===== config.mk =====
export PLATFORM = sky130hd
export DESIGN_NAME = dk_rom_loader
export DESIGN_NICKNAME = d
export VERILOG_FILES = /design/src/rtl/dk_loader_pkg.sv /design/src/rtl/dk_loader_decode.sv /design/src/rtl/dk_rom_loader.sv
export SDC_FILE = /design/constraint.sdc
export NUM_CORES = 1
export LEC_CHECK = 0
export ABC_AREA = 1
export BUFFER_PORTS_ARGS = -buffer_cell sky130_fd_sc_hd__buf_2
export CAP_MARGIN = 20
export CORE_MARGIN = 2
export CORE_UTILIZATION = 48
export CTS_CLUSTER_SIZE = 40
export DETAILED_ROUTE_END_ITERATION = 12
export PLACE_DENSITY = 0.76
export SLEW_MARGIN = 40
export SYNTH_ARGS = -nofsm -noshare
export SYNTH_HDL_FRONTEND = slang
export SYNTH_HIERARCHICAL = 1
export SYNTH_SLANG_ARGS = --single-unit

===== constraint.sdc =====
create_clock -name clk_sys -period 1.9 [get_ports clk_sys]
set_input_delay 0.38 -clock clk_sys [delete_from_list [all_inputs] [get_ports clk_sys]]
set_output_delay 0.38 -clock clk_sys [all_outputs]
set_load 0.005 [all_outputs]

===== src/rtl/dk_loader_pkg.sv =====
// Shared constants, FSM state and decode types for the Donkey Kong ROM loader.
package dk_loader_pkg;

  localparam logic [24:0] CPU_END  = 25'h000_8000;
  localparam logic [24:0] SND_BASE = 25'h000_E000;
  localparam logic [24:0] SND_END  = 25'h000_F000;
  localparam logic [24:0] WAV_BASE = 25'h001_0000;
  localparam logic [24:0] WAV_END  = 25'h002_0000;

  typedef enum logic [1:0] {IDLE, LOAD, SETTLE, DONE} state_t;

  localparam logic [7:0] MOD_DK         = 8'd0;
  localparam logic [7:0] MOD_DKJR       = 8'd1;
  localparam logic [7:0] MOD_DK3        = 8'd2;
  localparam logic [7:0] MOD_RADARSCOPE = 8'd3;
  localparam logic [7:0] MOD_PESTPLACE  = 8'd4;

  typedef struct packed {
    logic cpu;
    logic snd;
    logic wav;
    logic dl;
    logic rom;
    logic mod0;
    logic dip0;
  } hit_t;

endpackage


===== src/rtl/dk_loader_decode.sv =====
// Combinational ioctl index/address decode into per-region hit flags.
import dk_loader_pkg::*;

module dk_loader_decode #(
  parameter int unsigned ROM_INDEX = 0,
  parameter int unsigned MOD_INDEX = 1,
  parameter int unsigned DIP_INDEX = 254
) (
  input  logic [7:0]  index,
  input  logic [24:0] addr,
  output hit_t        hit
);

  always_comb begin
    hit = '0;
    if (index == 8'(ROM_INDEX)) begin
      hit.rom = 1'b1;
      hit.cpu = addr < CPU_END;
      hit.snd = (addr >= SND_BASE) && (addr < SND_END);
      hit.wav = (addr >= WAV_BASE) && (addr < WAV_END);
      // DL covers the whole low 64K bank, overlapping the CPU and sound ranges.
      hit.dl  = addr[23:16] == 8'h00;
    end
    hit.mod0 = (index == 8'(MOD_INDEX)) && (addr == '0);
    hit.dip0 = (index == 8'(DIP_INDEX)) && (addr == '0);
  end

endmodule


===== src/rtl/dk_rom_loader.sv =====
// ioctl download front end: ROM write strobes, variant/DIP latches, and core reset hold FSM.
import dk_loader_pkg::*;

module dk_rom_loader #(
  parameter int unsigned HOLD_CYCLES = 1024,
  parameter int unsigned ROM_INDEX   = 0,
  parameter int unsigned MOD_INDEX   = 1,
  parameter int unsigned DIP_INDEX   = 254
) (
  input  logic        clk_sys,
  input  logic        reset,
  input  logic        ioctl_download,
  input  logic        ioctl_wr,
  input  logic [7:0]  ioctl_index,
  input  logic [24:0] ioctl_addr,
  input  logic [7:0]  ioctl_dout,
  output logic [15:0] rom_addr,
  output logic [7:0]  rom_data,
  output logic        cpu_rom_wr,
  output logic        snd_rom_wr,
  output logic        wav_rom_wr,
  output logic        dl_wr,
  output logic [4:0]  mod_sel,
  output logic [7:0]  dip_sw0,
  output logic        core_reset_hold,
  output logic        load_done,
  output logic [16:0] byte_count,
  output logic [15:0] checksum
);

  localparam int unsigned CW = (HOLD_CYCLES > 1) ? $clog2(HOLD_CYCLES) : 1;

  state_t        state;
  logic [CW-1:0] settle_cnt;
  logic          dl_q;
  logic          accepted;
  logic          rise;
  logic          fall;
  logic          rom_byte;
  hit_t          hit;

  dk_loader_decode #(
    .ROM_INDEX (ROM_INDEX),
    .MOD_INDEX (MOD_INDEX),
    .DIP_INDEX (DIP_INDEX)
  ) u_decode (
    .index (ioctl_index),
    .addr  (ioctl_addr),
    .hit   (hit)
  );

  assign accepted = ioctl_wr & ioctl_download;
  assign rise     = ioctl_download & ~dl_q;
  assign fall     = ~ioctl_download & dl_q;
  assign rom_byte = accepted & hit.rom;

  always_ff @(posedge clk_sys) begin
    if (reset) begin
      state           <= IDLE;
      settle_cnt      <= '0;
      dl_q            <= 1'b0;
      rom_addr        <= '0;
      rom_data        <= '0;
      cpu_rom_wr      <= 1'b0;
      snd_rom_wr      <= 1'b0;
      wav_rom_wr      <= 1'b0;
      dl_wr           <= 1'b0;
      mod_sel         <= 5'b00001;
      dip_sw0         <= '0;
      core_reset_hold <= 1'b1;
      load_done       <= 1'b0;
      byte_count      <= '0;
      checksum        <= '0;
    end else begin
      dl_q       <= ioctl_download;
      cpu_rom_wr <= accepted & hit.cpu;
      snd_rom_wr <= accepted & hit.snd;
      wav_rom_wr <= accepted & hit.wav;
      dl_wr      <= accepted & hit.dl;
      if (accepted) begin
        rom_addr <= ioctl_addr[15:0];
        rom_data <= ioctl_dout;
      end
      if (accepted && hit.mod0 && (ioctl_dout <= MOD_PESTPLACE))
        mod_sel <= 5'(5'b00001 << ioctl_dout[2:0]);
      if (accepted && hit.dip0)
        dip_sw0 <= ioctl_dout;

      // A rise re-enters LOAD and clears the counters; a ROM byte on that same
      // edge is the first byte of the new load, so it seeds them instead.
      if (rise) begin
        byte_count <= rom_byte ? 17'd1 : 17'd0;
        checksum   <= rom_byte ? 16'(ioctl_dout) : 16'd0;
      end else if (rom_byte) begin
        if (byte_count != '1)
          byte_count <= byte_count + 17'd1;
        checksum <= checksum + 16'(ioctl_dout);
      end

      case (state)
        IDLE, DONE: begin
          if (rise) begin
            state           <= LOAD;
            core_reset_hold <= 1'b1;
            load_done       <= 1'b0;
          end
        end
        LOAD: begin
          if (fall) begin
            state      <= SETTLE;
            settle_cnt <= CW'(HOLD_CYCLES - 1);
          end
        end
        SETTLE: begin
          if (rise) begin
            state <= LOAD;
          end else if (settle_cnt == '0) begin
            state           <= DONE;
            core_reset_hold <= 1'b0;
            load_done       <= 1'b1;
          end else begin
            settle_cnt <= settle_cnt - 1'b1;
          end
        end
        default: state <= IDLE;
      endcase
    end
  end

endmodule


== After elaboration in Yosys (flattened, before gate mapping) ==
Cells that the tools add are included.

* Bits in registers: 89
* Output and inout port bits: 76
* Input bits: 45
* Logic and storage cells: 93

* Bitwise logic cells: 10
* Mux-type cells: 25
* Shift operators: 1
* Add/subtract/negate cells: 3
* Equal/unequal tests: 12
* Reduce and logical (&&, ||, !) cells: 21
* $lt $le $gt $ge: 6

{| class="wikitable"
|+ Operators by type and width
! cell !! count
|-
| 17-bit two-way mux || 3
|-
| 25-bit by 16-bit < comparator with 1-bit output (second input constant) || 2
|-
| 16-bit two-way mux || 2
|-
| 10-bit two-way mux || 3
|-
| 25-bit by 16-bit >= comparator with 1-bit output (second input constant) || 1
|-
| 25-bit by 17-bit >= comparator with 1-bit output (second input constant) || 1
|-
| 25-bit logical NOT || 1
|-
| 25-bit by 18-bit < comparator with 1-bit output (second input constant) || 1
|-
| 10-bit one-hot mux with 2 select lines || 1
|-
| 17-bit by 1-bit adder with 17-bit output (second input constant) || 1
|-
| 17-bit inequality test (second input constant) || 1
|-
| 16-bit by 8-bit adder with 16-bit output || 1
|-
| 8-bit logical NOT || 2
|-
| 10-bit logical NOT || 1
|-
| 2-bit inequality test (second input constant) || 5
|-
| 10-bit by 1-bit subtractor with 10-bit output (second input constant) || 1
|-
| 1-bit AND || 8
|-
| 8-bit by 1-bit == test with 1-bit output (second input constant) || 1
|-
| 8-bit == test (second input constant) || 1
|-
| 8-bit by 3-bit <= comparator with 1-bit output (second input constant) || 1
|-
| 2-bit two-way mux || 4
|-
| 8-bit two-way mux || 1
|-
| 4-bit AND reduction || 2
|-
| 2-bit nonzero test || 4
|-
| other kinds (14) || 29
|}

== Longest topological paths before layout ==
Gate-level depths: netlist (run 1).

* Depth in word-level cells: 6
* Mapped depth: 15
* Gate-level depth less buffers: 15

== Modules after synthesis ==
Netlist (run 1), hierarchy kept.

{| class="wikitable"
|+ Modules (own cells, without submodules)
! module !! instances !! sequential area each (um^2) !! cells each !! area each (um^2)
|-
| dk_rom_loader || 1 || 1,781.7 || 669 || 4,524.3
|-
| dk_loader_decode || 1 || 0.0 || 64 || 286.5
|}

== Least setup slack after synthesis (run 1) ==
Ideal clock, no wire load.

* Kind: reg-to-reg
* Start: register byte_count[0]
* End: register byte_count[5]
* Setup time: 0.116 ns
* Data required time: 1.784 ns
* Path buffers: 0
* Period minus slack after synthesis: 1.906 ns
* Cell stages (with the launch flop): 14
* Arrival: 1.790 ns
* Path slack: -0.006 ns
* Path through: dfxtp_1 ha_1 nand3_1 nor2_1 nand2_1 nor3_1 ha_1 inv_1 nand2_2 nand2_4 nand2_1 inv_1 o21ai_0 nor2_1

* Cells in the longest elaborated chain, start to end: 4
* Elaborated cells on any way between the ends: 7
* Classes of those cells: add/sub: 1; eq/ne: 1; mux: 3; reduce/logical: 2

{| class="wikitable"
|+ RTL lines
! what !! line !! RTL
|-
| start, declared || dk_rom_loader.sv:27 || <nowiki>output logic [16:0] byte_count,</nowiki>
|-
| start signal, assigned || dk_rom_loader.sv:92 || <nowiki>byte_count <= rom_byte ? 17'd1 : 17'd0;</nowiki>
|-
| start signal, assigned || dk_rom_loader.sv:96 || <nowiki>byte_count <= byte_count + 17'd1;</nowiki>
|-
| 17-bit by 1-bit adder with 17-bit output || dk_rom_loader.sv:96 ||
|-
| 17-bit two-way mux || dk_rom_loader.sv:95 || <nowiki>if (byte_count != '1)</nowiki>
|-
| 17-bit two-way mux || dk_rom_loader.sv:94 || <nowiki>end else if (rom_byte) begin</nowiki>
|-
| 17-bit two-way mux || dk_rom_loader.sv:91 || <nowiki>if (rise) begin</nowiki>
|}

Parallel ways exist; a longest one is shown, timed or not. The select of a mux whose other input is x is not followed.
A chain may end at the register's enable or synchronous reset.

== Final worst setup path (run 1) ==
* Start: register byte_count[1]
* End: register byte_count[10]

Same word-level chain as after synthesis.

==> flow_summary_export.csv, run 1 <==
group,metric,value,unit
clock_tree,h-tree-depth,3,
power,share_comb_of_total_power,30.3,%
floorplan,std_cell_rows,36,
sta,tightestPinTransition,505,ps
grt,groute.layer.met2.usage,37.8,%
detailed_routing,drc_violation_count_after_routing,0,
synthesis,syn_inst,733,
final_layout,drive_gt1_share,26.5,%
floorplan,fp.dieArea,10800,um^2
placed_design,port_buffers,120,
grt,grt_max_degree,37,
final_layout,syn2layout_area_growth,28.3,%
sta,max_freq,536,MHz
clock_tree,clock-root-buffer,"clkbuf_8",
critical_path,end_kind,"register",
grt,grt_antenna_before_repair,0,
final_layout,final_nets,958,
final_layout,filler_cell_count,943,
sta,finalHoldViolCount,0,
status,status,"finished clean",
detailed_routing,routed_wire_length_per_instance,12.2,um
power,ir_worst_vdd,0.441,mV
power,fin_total_pwr,5.15,mW
synthesis,ys_seq_elements,89,
clock_tree,worst_skew_late_latency,360,ps
sta,layout_setup_ws,35.7,ps
synthesis,synth.largest_area_cell,"dfxtp_1",
final_layout,antenna_cells_inserted,0,
clock_tree,cts_tree,"done",
placed_design,routabilityCongestion,0.880,
synthesis,synth_cell_type_count,36,
critical_path,crit_path_max_incr_delay,360,ps
clock_tree,cts-hold-fix-buffers,0,
detailed_routing,detailroute.via_count,5115,
detailed_routing,drt_first_pass_iters,5,
sta,slew_headroom,66.2,%
grt,use_met1,31.0,%
sta,whs,270,ps
placed_design,place_area,5850,um^2
synthesis,synth_top_area_share,37.0,%
critical_path,worst_setup_path_start_kind,"register",
floorplan,pin_count,121,
final_layout,finish.instance_area,6170,um^2
floorplan,die_outline_width,104,um
detailed_routing,drt.antenna.violating_nets,0,
detailed_routing,initialDrtViolationCount,267,
power,internal_power,3.36,mW
clock_tree,clock_sinks,89,
sta,finalSetupTns,0,ps
critical_path,timing.critical_path.fanout_max,8,
clock_tree,clock_tree.buffer_depth,2,
synthesis,mappedNetlistArea,4810,um^2
placed_design,place_hpwl,9.44,mm
power,sequential_fraction_of_design_power,41.2,%
critical_path,critical_path_arrival,2170,ps
critical_path,timing.critical_path.max_delay_family,"simple AND/OR/NAND/NOR gates",
sta,final_min_period_over_clock_period,98.1,%
synthesis,ys_seq_area_share,37.0,%
grt,use_met3,5.01,%
detailed_routing,totalWireLength,12.6,mm
synthesis,synth_fp_nets,794,
critical_path,timing.setup.critical_path_class,"register to register",
synthesis,ys_top_cells_by_area,"dfxtp_1, nand2_1, nor2_1, inv_1, nand3_1",
clock_tree,cts_inserted_buffers,9,
grt,grt_pass1_vias,4619,
grt,grt_use_total,23.5,%
power,sw_frac_of_total,34.8,%
sta,setup_repair_after_global_routing_missed_its_margin,"yes",
worst_hold_path,hold_path.class,"primary input to register",
sta,finalMaxSlewViolations,0,
sta,finalClockSkew,11.0,ps
grt,grt_first_pass_wirelength,21.1,mm
power,leakage,3.02,nW
floorplan,dieHeight,104,um
critical_path,timing.critical_path.mode_cell,"nand2_2",
power,p_clk_share,28.5,%
critical_path,cp.buffers_inverters,2,
clock_tree,clk_pin_slew_worst_paths,100,ps
critical_path,critical_path_required,2210,ps
power,sw_power,1.79,mW
floorplan,floorplan.initialDensity,49.4,%
sta,report.final.setup_viol,0,
synthesis,synth_area_per_cell,6.56,um^2
sta,min_period,1860,ps
grt,grt-busiest-layer,"met2",
floorplan,core,9730,um^2
critical_path,critical_path.cell_chain,"ha_4, nand3_4, nor2_4, nand2_2, nor3_2, ha_2, inv_2, nand2_2, nand2_4, nand3_2, nor2_2, inv_1, nand2_1, a21oi_2",
power,p_per_area,835,nW/um^2
grt,grt-ovfl-total,0,
run,max_cap_viol_count,0,
synthesis,total_of_warnings_raised_by_yosys,6,
placed_design,place_ws,-134,ps
detailed_routing,route.detailed.vias_per_inst,4.94,
critical_path,critical-path-slowest-cell,"dfxtp_2",
-- cells in the mapped netlist --
| master | count |
|---|---|
| nand2_1 | 167 |
| nor2_1 | 107 |
| inv_1 | 96 |
| dfxtp_1 | 89 |
| nand3_1 | 68 |
| a21oi_1 | 54 |
| o21ai_0 | 38 |
| ha_1 | 15 |
| clkbuf_1 | 13 |
| nor3_1 | 10 |
| nand4_1 | 9 |
| inv_2 | 8 |
| nand2_2 | 6 |
| o211ai_1 | 6 |
| or2_2 | 5 |
| a31oi_1 | 4 |
| nor2_2 | 4 |
| nor2_4 | 4 |
| buf_2 | 3 |
| nand2_4 | 3 |
| nand3_2 | 3 |
| nand3b_1 | 3 |
| o21ai_1 | 3 |
| buf_6 | 2 |
| clkinv_1 | 2 |
| a211oi_1 | 1 |
| a21boi_0 | 1 |
| a221oi_1 | 1 |
| and2_1 | 1 |
| fa_1 | 1 |
| nor3_2 | 1 |
| nor4_4 | 1 |
| o21a_1 | 1 |
| o21bai_1 | 1 |
| or2_0 | 1 |
| xor2_1 | 1 |
-- cell families after synthesis --
| family | share of synthesized area (%) |
|---|---|
| compound gates | 12.1 |
| simple gates | 36.3 |
| fa+ha+maj | 4.32 |
| flops | 37.0 |
| xor+xnor | 0.182 |
| buf+inv | 10.1 |
-- worst register-to-register path: stages (launching register included) --
cell	delay, ps
dfxtp_2	360
ha_4	150
nand3_4	80
nor2_4	130
nand2_2	70
nor3_2	200
ha_2	190
inv_2	30
nand2_2	80
nand2_4	100
nand3_2	110
nor2_2	50
inv_1	70
nand2_1	60
a21oi_2	120
-- sequential cells by signal, indices dropped and copies added (netlist names) --
| name | cells |
|---|---|
| core_reset_hold | 1 |
| snd_rom_wr | 1 |
| settle_cnt | 10 |
| dip_sw0 | 8 |
| rom_addr | 16 |
| checksum | 16 |
| rom_data | 8 |
| cpu_rom_wr | 1 |
| load_done | 1 |
| byte_count | 17 |
| dl_wr | 1 |
| mod_sel | 5 |
| state | 2 |
| dl_q | 1 |
| wav_rom_wr | 1 |
-- layout by cell type, fill, tap and decap left out, drive strengths merged --
cell | Yosys | final
a211oi | 1 | 1
a21boi | 1 | 1
a21oi | 54 | 54
a221oi | 1 | 1
a31oi | 4 | 4
and2 | 1 | 1
buf | 5 | 171
bufinv | 0 | 2
clkbuf | 13 | 10
clkinv | 2 | 2
clkinvlp | 0 | 2
dfxtp | 89 | 89
fa | 1 | 1
ha | 15 | 15
inv | 104 | 106
nand2 | 176 | 176
nand3 | 71 | 71
nand3b | 3 | 3
nand4 | 9 | 9
nor2 | 115 | 115
nor3 | 11 | 11
nor4 | 1 | 1
o211ai | 6 | 6
o21a | 1 | 1
o21ai | 41 | 41
o21bai | 1 | 1
or2 | 6 | 6
xor2 | 1 | 1
-- final timing paths --
| check | startpoint | to | slack, ps | depth (start not counted) |
|---|---|---|---|---|
| hold / removal | ioctl_download | dl_q | 270 | 3 |
| setup reg to reg | byte_count[1] | byte_count[10] | 40 | 14 |
| setup / recovery | byte_count[1] | byte_count[10] | 40 | 14 |
| hold reg to reg | mod_sel[4] | mod_sel[4] | 440 | 2 |
-- power groups by stage --
stage	Combinational, mW	Sequential, mW	Clock (mW)
floorplan	1.14	2.15	0
global placement	1.51	2.16	0
detailed placement	1.54	2.16	0
CTS	1.55	2.12	1.49
global route	1.79	2.14	1.58
finish	1.56	2.12	1.47
-- metrics by stage --
step	cells	util, %
final	1035	63.4
after global routing	1035	63.4
after CTS	1032	62.5
after detailed placement	1016	60.2
after global placement	1016	60.2
after floorplan	733	-
-- what timing repair did --
| item | in CTS | in global routing |
|---|---|---|
| endpoints found under the setup margin | 1 | 20 |
| pin swaps | 0 | 7 |
| resized for setup | 1 | 21 |
| buffers inserted | 0 | 3 |
-- routing by layer --
layer	part of all wire, %	vias to the layer above	wire (um)
li1	-	2673	-
met1	47	2269	5920
met2	45	148	5640
met3	6.1	25	767
met4	2.2	0	281
met5	0	-	0
-- final cells by class --
type / instances / area, um^2 / area share [%]
repair buffers: 171 / 983 / 15.9
well taps: 133 / 166 / 2.70
inverters: 106 / 398 / 6.45
clock buffers: 10 / 138 / 2.23
clock inverters: 6 / 88.8 / 1.44
flip-flops and latches: 89 / 1780 / 28.9
multi-input cells: 520 / 2610 / 42.3
Power figures use the tool's default switching activity.
==> inputs of run 2 (changes only) <==
--- a/config.mk
+++ b/config.mk
@@ -8,6 +8,7 @@
 export ABC_AREA = 1
 export BUFFER_PORTS_ARGS = -buffer_cell sky130_fd_sc_hd__buf_2
 export CAP_MARGIN = 20
+export CORE_ASPECT_RATIO = 1.4
 export CORE_MARGIN = 2
 export CORE_UTILIZATION = 48
 export CTS_CLUSTER_SIZE = 40
==> flow_summary_export.csv, run 2 (synthesized netlist as in run 1, its figures left out) <==
group,metric,value,unit
detailed_routing,drt_first_pass_iters,5,
grt,grt_first_pass_wirelength,21.0,mm
sta,final_min_period_over_clock_period,100,%
placed_design,place_ws,-218,ps
clock_tree,clock_sinks,89,
clock_tree,clk_pin_slew_worst_paths,70,ps
grt,grt_antenna_before_repair,0,
final_layout,max_reg_flops,17,
clock_tree,cts-hold-fix-buffers,0,
detailed_routing,detailroute.via_count,5206,
floorplan,pin_count,121,
power,leakage,3.08,nW
floorplan,dieHeight,122,um
run,max_cap_viol_count,0,
power,p_per_area,882,nW/um^2
critical_path,critical_path.cell_chain,"ha_4, nand3_4, nor2_4, nand2_2, nor3_4, ha_2, inv_2, nand2_4, nand2_8, buf_6, buf_4, nand3_2, a21oi_2",
clock_tree,clock_tree.buffer_depth,2,
detailed_routing,routed_wire_length_per_instance,12.6,um
clock_tree,clock-root-buffer,"clkbuf_16",
final_layout,final_common_cell,"nand2_1",
critical_path,timing.critical_path.fanout_max,6,
detailed_routing,initialDrtViolationCount,311,
sta,max_freq,525,MHz
sta,finalMaxSlewViolations,0,
critical_path,worst_setup_path_start_kind,"register",
floorplan,std_cell_rows,43,
final_layout,syn2layout_area_growth,30.6,%
sta,finalClockSkew,10.9,ps
critical_path,critical_path_required,2120,ps
critical_path,crit_path_max_incr_delay,360,ps
floorplan,floorplan.initialDensity,48.9,%
placed_design,port_buffers,120,
worst_hold_path,hold_path.class,"primary input to register",
grt,grt_use_total,24.5,%
sta,min_period,1900,ps
status,failing_checks,"negative setup slack",
clock_tree,h-tree-depth,3,
detailed_routing,totalWireLength,13.1,mm
detailed_routing,drt.antenna.violating_nets,0,
sta,setup_repair_after_global_routing_missed_its_margin,"yes",
placed_design,routabilityCongestion,0.902,
final_layout,antenna_cells_inserted,0,
final_layout,biggest_regs,"byte_count x17, checksum x16, rom_addr x16",
final_layout,drive_gt1_share,26.6,%
critical_path,critical_path_arrival,2120,ps
sta,slew_headroom,63.8,%
critical_path,critical-path-slowest-cell,"dfxtp_2",
status,status,"finished with violations",
floorplan,die_outline_width,88.6,um
critical_path,timing.setup.critical_path_class,"register to register",
final_layout,commonest_cells_after_routing_fill_and_taps_aside,"nand2_1, buf_2, nor2_1",
critical_path,end_kind,"register",
sta,finalHoldViolCount,0,
placed_design,place_hpwl,9.78,mm
clock_tree,worst_skew_late_latency,340,ps
floorplan,fp.dieArea,10900,um^2
sta,tightestPinTransition,541,ps
floorplan,core,9850,um^2
detailed_routing,drc_violation_count_after_routing,0,
grt,grt_max_degree,33,
clock_tree,cts_inserted_buffers,9,
detailed_routing,route.detailed.vias_per_inst,5.03,
grt,grt_pass1_vias,4680,
grt,grt-ovfl-total,0,
sta,whs,297,ps
final_layout,final_nets,955,
power,ir_worst_vdd,0.501,mV
clock_tree,cts_tree,"done",
sta,report.final.setup_viol,2,
sta,finalSetupTns,-6.03,ps
final_layout,largest-register,"byte_count",
sta,layout_setup_ws,-3.43,ps
-- run 2: changes by cell type in the layout (fill, tap and decap cells not counted), sizes merged --
cell      previous run  this run
buf                171       168
clkinv               2         4
clkinvlp             2         0
bufinv               2         1
clkbuf              10        11
-- run 2: per-stage QoR --
step	cell area (um^2)	util [%]	power, mW	cells
6_report	6280	63.8	5.54	1034
2_1_floorplan	4810	-	3.29	733
4_1_cts	6160	62.6	5.57	1032
3_3_place_gp	5840	59.3	3.68	1016
5_1_grt	6280	63.8	5.94	1034
3_5_place_dp	5840	59.3	3.71	1016
-- run 2: metal layers --
layer  vias to the layer above  track usage, %  wire, um
met2                       139            42.8      6840
li1                       2666               -         -
met1                      2373            28.2      5090
met4                         0            10.5       399
met3                        28            5.72       733
met5                         -               0         0
-- run 2: critical path, delay by kind of cell, from the launching register on --
kind,cells,cell delay (ps)
and+or+nand+nor,7,700
AOI/OAI and AO/OA,1,50
adders and majority gates,2,350
DFF,1,360
buffers and inverters,3,310
-- run 2: final timing paths --
check	slack (ps)	cells after the start	from	to
min	300	3	ioctl_download	dl_q
max	-3	13	byte_count[1]	byte_count[15]
max reg2reg	-3	13	byte_count[1]	byte_count[15]
min reg2reg	440	2	mod_sel[3]	mod_sel[3]
-- run 2: repair_timing --
| action | in CTS | in global routing |
|---|---|---|
| gates resized for setup | 2 | 32 |
| endpoints found under the setup margin | 3 | 24 |
| pin swaps | 0 | 10 |
| setup buffers | 0 | 2 |
-- run 2: power by group --
group,switching [mW],internal (mW)
Sequential,0.0952,2.03
Clock,0.751,1.10
Combinational,1.01,0.559
Total,1.86,3.68
-- run 2: layout make-up --
| cell class | instances | area [um^2] |
|---|---|---|
| Tap cell | 135 | 169 |
| Fill cell | 951 | 3560 |
| Sequential cell | 89 | 1780 |
| Clock inverter | 5 | 61.3 |
| Multi-Input combinational cell | 520 | 2650 |
| Inverter | 106 | 398 |
| Clock buffer | 11 | 253 |
| Timing Repair Buffer | 168 | 968 |
==> inputs of run 3 (changes only) <==
--- a/config.mk
+++ b/config.mk
@@ -10,10 +10,11 @@
 export CAP_MARGIN = 20
 export CORE_ASPECT_RATIO = 1.4
 export CORE_MARGIN = 2
-export CORE_UTILIZATION = 48
+export CORE_UTILIZATION = 40
 export CTS_CLUSTER_SIZE = 40
 export DETAILED_ROUTE_END_ITERATION = 12
-export PLACE_DENSITY = 0.76
+export MAX_ROUTING_LAYER = met4
+export PLACE_DENSITY = 0.65
 export SLEW_MARGIN = 40
 export SYNTH_ARGS = -nofsm -noshare
 export SYNTH_HDL_FRONTEND = slang
==> flow_summary_export.csv, run 3 (synthesized netlist as in run 1, its figures left out) <==
group,metric,value,unit
detailed_routing,routedLengthMet1,5.64,mm
clock_tree,cts_tree,"done",
critical_path,critical-path-slowest-cell,"dfxtp_4",
power,sw_frac_of_total,33.7,%
sta,whs,298,ps
grt,grt_use_total,21.2,%
clock_tree,clock_tree.buffer_depth,2,
clock_tree,cts-hold-fix-buffers,0,
detailed_routing,route.detailed.vias_per_inst,4.75,
floorplan,floorplan.initialDensity,40.9,%
sta,max_freq,557,MHz
final_layout,syn2layout_area_growth,32.5,%
placed_design,routabilityCongestion,0.897,
critical_path,reg2regPathDepth,15,
final_layout,drive_gt1_share,27.3,%
status,status,"finished clean",
grt,grt_pass1_vias,4685,
clock_tree,cts_inserted_buffers,9,
placed_design,place_hpwl,10.1,mm
floorplan,core,11800,um^2
floorplan,fp.dieArea,12900,um^2
final_layout,biggest_regs,"byte_count x17, checksum x16, rom_addr x16",
power,internal_power,3.65,mW
critical_path,critical_path.cell_chain,"ha_4, nand3_2, nor2_2, nand2_1, nor3_2, ha_2, inv_2, nand2_2, nand2_4, nand2_4, inv_4, nand2_4, inv_4, nand2_2, a21oi_1",
detailed_routing,routed_wire_length_per_instance,12.5,um
clock_tree,h-tree-depth,3,
clock_tree,clock-root-buffer,"clkbuf_16",
grt,grt-ovfl-total,0,
final_layout,final_nets,967,
detailed_routing,met3_wirelength,518,um
detailed_routing,length_of_routed_met2_wiring,6.76,mm
critical_path,timing.rr.start,"byte_count[0]",
sta,final_min_period_over_clock_period,94.5,%
sta,finalMaxSlewViolations,0,
power,ir_worst_vdd,0.411,mV
clock_tree,clock_sinks,89,
final_layout,largest-register,"byte_count",
critical_path,worst_setup_path_start_kind,"register",
detailed_routing,totalWireLength,13.2,mm
sta,finalClockSkew,10.2,ps
critical_path,r2r_end,"byte_count[8]",
sta,slew_headroom,68.9,%
power,p_per_area,865,nW/um^2
sta,setup_repair_after_global_routing_missed_its_margin,"yes",
critical_path,crit_path_max_incr_delay,370,ps
sta,finalHoldViolCount,0,
detailed_routing,drc_violation_count_after_routing,0,
critical_path,timing.setup.critical_path_class,"register to register",
power,sw_power,1.86,mW
worst_hold_path,min_from,"ioctl_addr[10]",
critical_path,critical_path_required,2130,ps
final_layout,final_common_cell,"nand2_1",
final_layout,commonest_cells_after_routing_fill_and_taps_aside,"nand2_1, buf_2, nor2_1",
critical_path,end_kind,"register",
detailed_routing,initialDrtViolationCount,190,
detailed_routing,detailroute.via_count,5029,
clock_tree,worst_skew_late_latency,350,ps
power,share_comb_of_total_power,28.3,%
sta,report.final.setup_viol,0,
grt,grt_antenna_before_repair,0,
floorplan,pin_count,121,
grt,grt_first_pass_wirelength,21.9,mm
clock_tree,clk_pin_slew_worst_paths,70,ps
power,sequential_fraction_of_design_power,38.5,%
final_layout,filler_cell_count,1233,
placed_design,port_buffers,120,
critical_path,reg2reg_slack,100,ps
critical_path,timing.critical_path.mode_cell,"nand2_4",
sta,min_period,1800,ps
worst_hold_path,hold_path.class,"primary input to register",
critical_path,timing.critical_path.fanout_max,8,
floorplan,std_cell_rows,47,
worst_hold_path,min_delay_path_depth,3,
sta,tightestPinTransition,465,ps
floorplan,dieHeight,134,um
floorplan,die_outline_width,96.7,um
final_layout,max_reg_flops,17,
worst_hold_path,hold_path_end,"rom_addr[10]",
detailed_routing,drt.antenna.violating_nets,0,
run,max_cap_viol_count,0,
final_layout,antenna_cells_inserted,0,
power,leakage,3.13,nW
detailed_routing,drt_first_pass_iters,5,
grt,grt_max_degree,33,
critical_path,critical_path_arrival,2030,ps
final_layout,finalCoreUtilization,54.2,%
detailed_routing,dr.max_layer_used,"met4",
power,p_clk_share,33.3,%
-- run 3: changes by cell type in the layout (fill, tap and decap cells not counted), moves of 2 or more --
cell / before / now
a21oi_1: 52 / 54
o21ai_1: 6 / 4
inv_4: 0 / 2
inv_1: 95 / 92
a21oi_2: 2 / 0
buf_12: 0 / 2
buf_4: 46 / 57
-- run 3: how the worst max path moves through the flow --
stage	startpoint	to
6_report	byte_count[0]	byte_count[8]
5_1_grt	byte_count[0]	byte_count[5]
4_1_cts	byte_count[1]	byte_count[8]
3_5_place_dp	ioctl_addr[24]	mod_sel[3]
3_3_place_gp	ioctl_addr[24]	mod_sel[3]
2_1_floorplan	byte_count[0]	byte_count[5]
-- run 3: per-layer routing --
layer	GRT usage, %	vias up
met3	3.31	21
met2	36.9	106
met5	-	-
met4	7.75	0
li1	-	2683
met1	24.7	2219
-- run 3: cell type report --
class	count	area (um^2)	share of cell area (%)
multi-input combinational	520	2620	41.1
sequential	89	1790	28.0
timing repair buffer	180	1080	16.9
inverter	106	403	6.32
clock buffer	11	243	3.81
tap	147	184	2.89
clock inverter	5	61.3	0.962
-- run 3: what timing repair did --
action / 4_1_cts / 5_1_grt
gates resized for setup: 15 / 15
pin swaps: 8 / 6
setup buffers: 7 / 0
setup endpoints to repair: 3 / 17
-- run 3: per-stage QoR --
stage	setup TNS, ps	total power [mW]	cell area (um^2)	worst slack (ps)	instances
floorplan	0	3.29	4810	28.5	733
global placement	-613	3.71	5940	-103	1036
detailed placement	-1010	3.72	5940	-121	1036
CTS	0	5.58	6340	16.6	1059
global route	-12.1	5.90	6370	-12.1	1058
finish	0	5.51	6370	105	1058
-- run 3: power groups by stage --
stage	Clock, mW	Combinational [mW]	Sequential, mW
after global placement	0	1.55	2.16
after global routing	1.95	1.80	2.14
final	1.83	1.56	2.12
after floorplan	0	1.14	2.15
after detailed placement	0	1.56	2.16
after CTS	1.88	1.57	2.12
-- run 3: critical path: cells and delay by family, from the launching register on --
kind | cells | cell delay, ps
compound gates | 1 | 60
fa+ha+maj | 2 | 340
buf+inv | 3 | 120
flops | 1 | 370
simple gates | 9 | 800
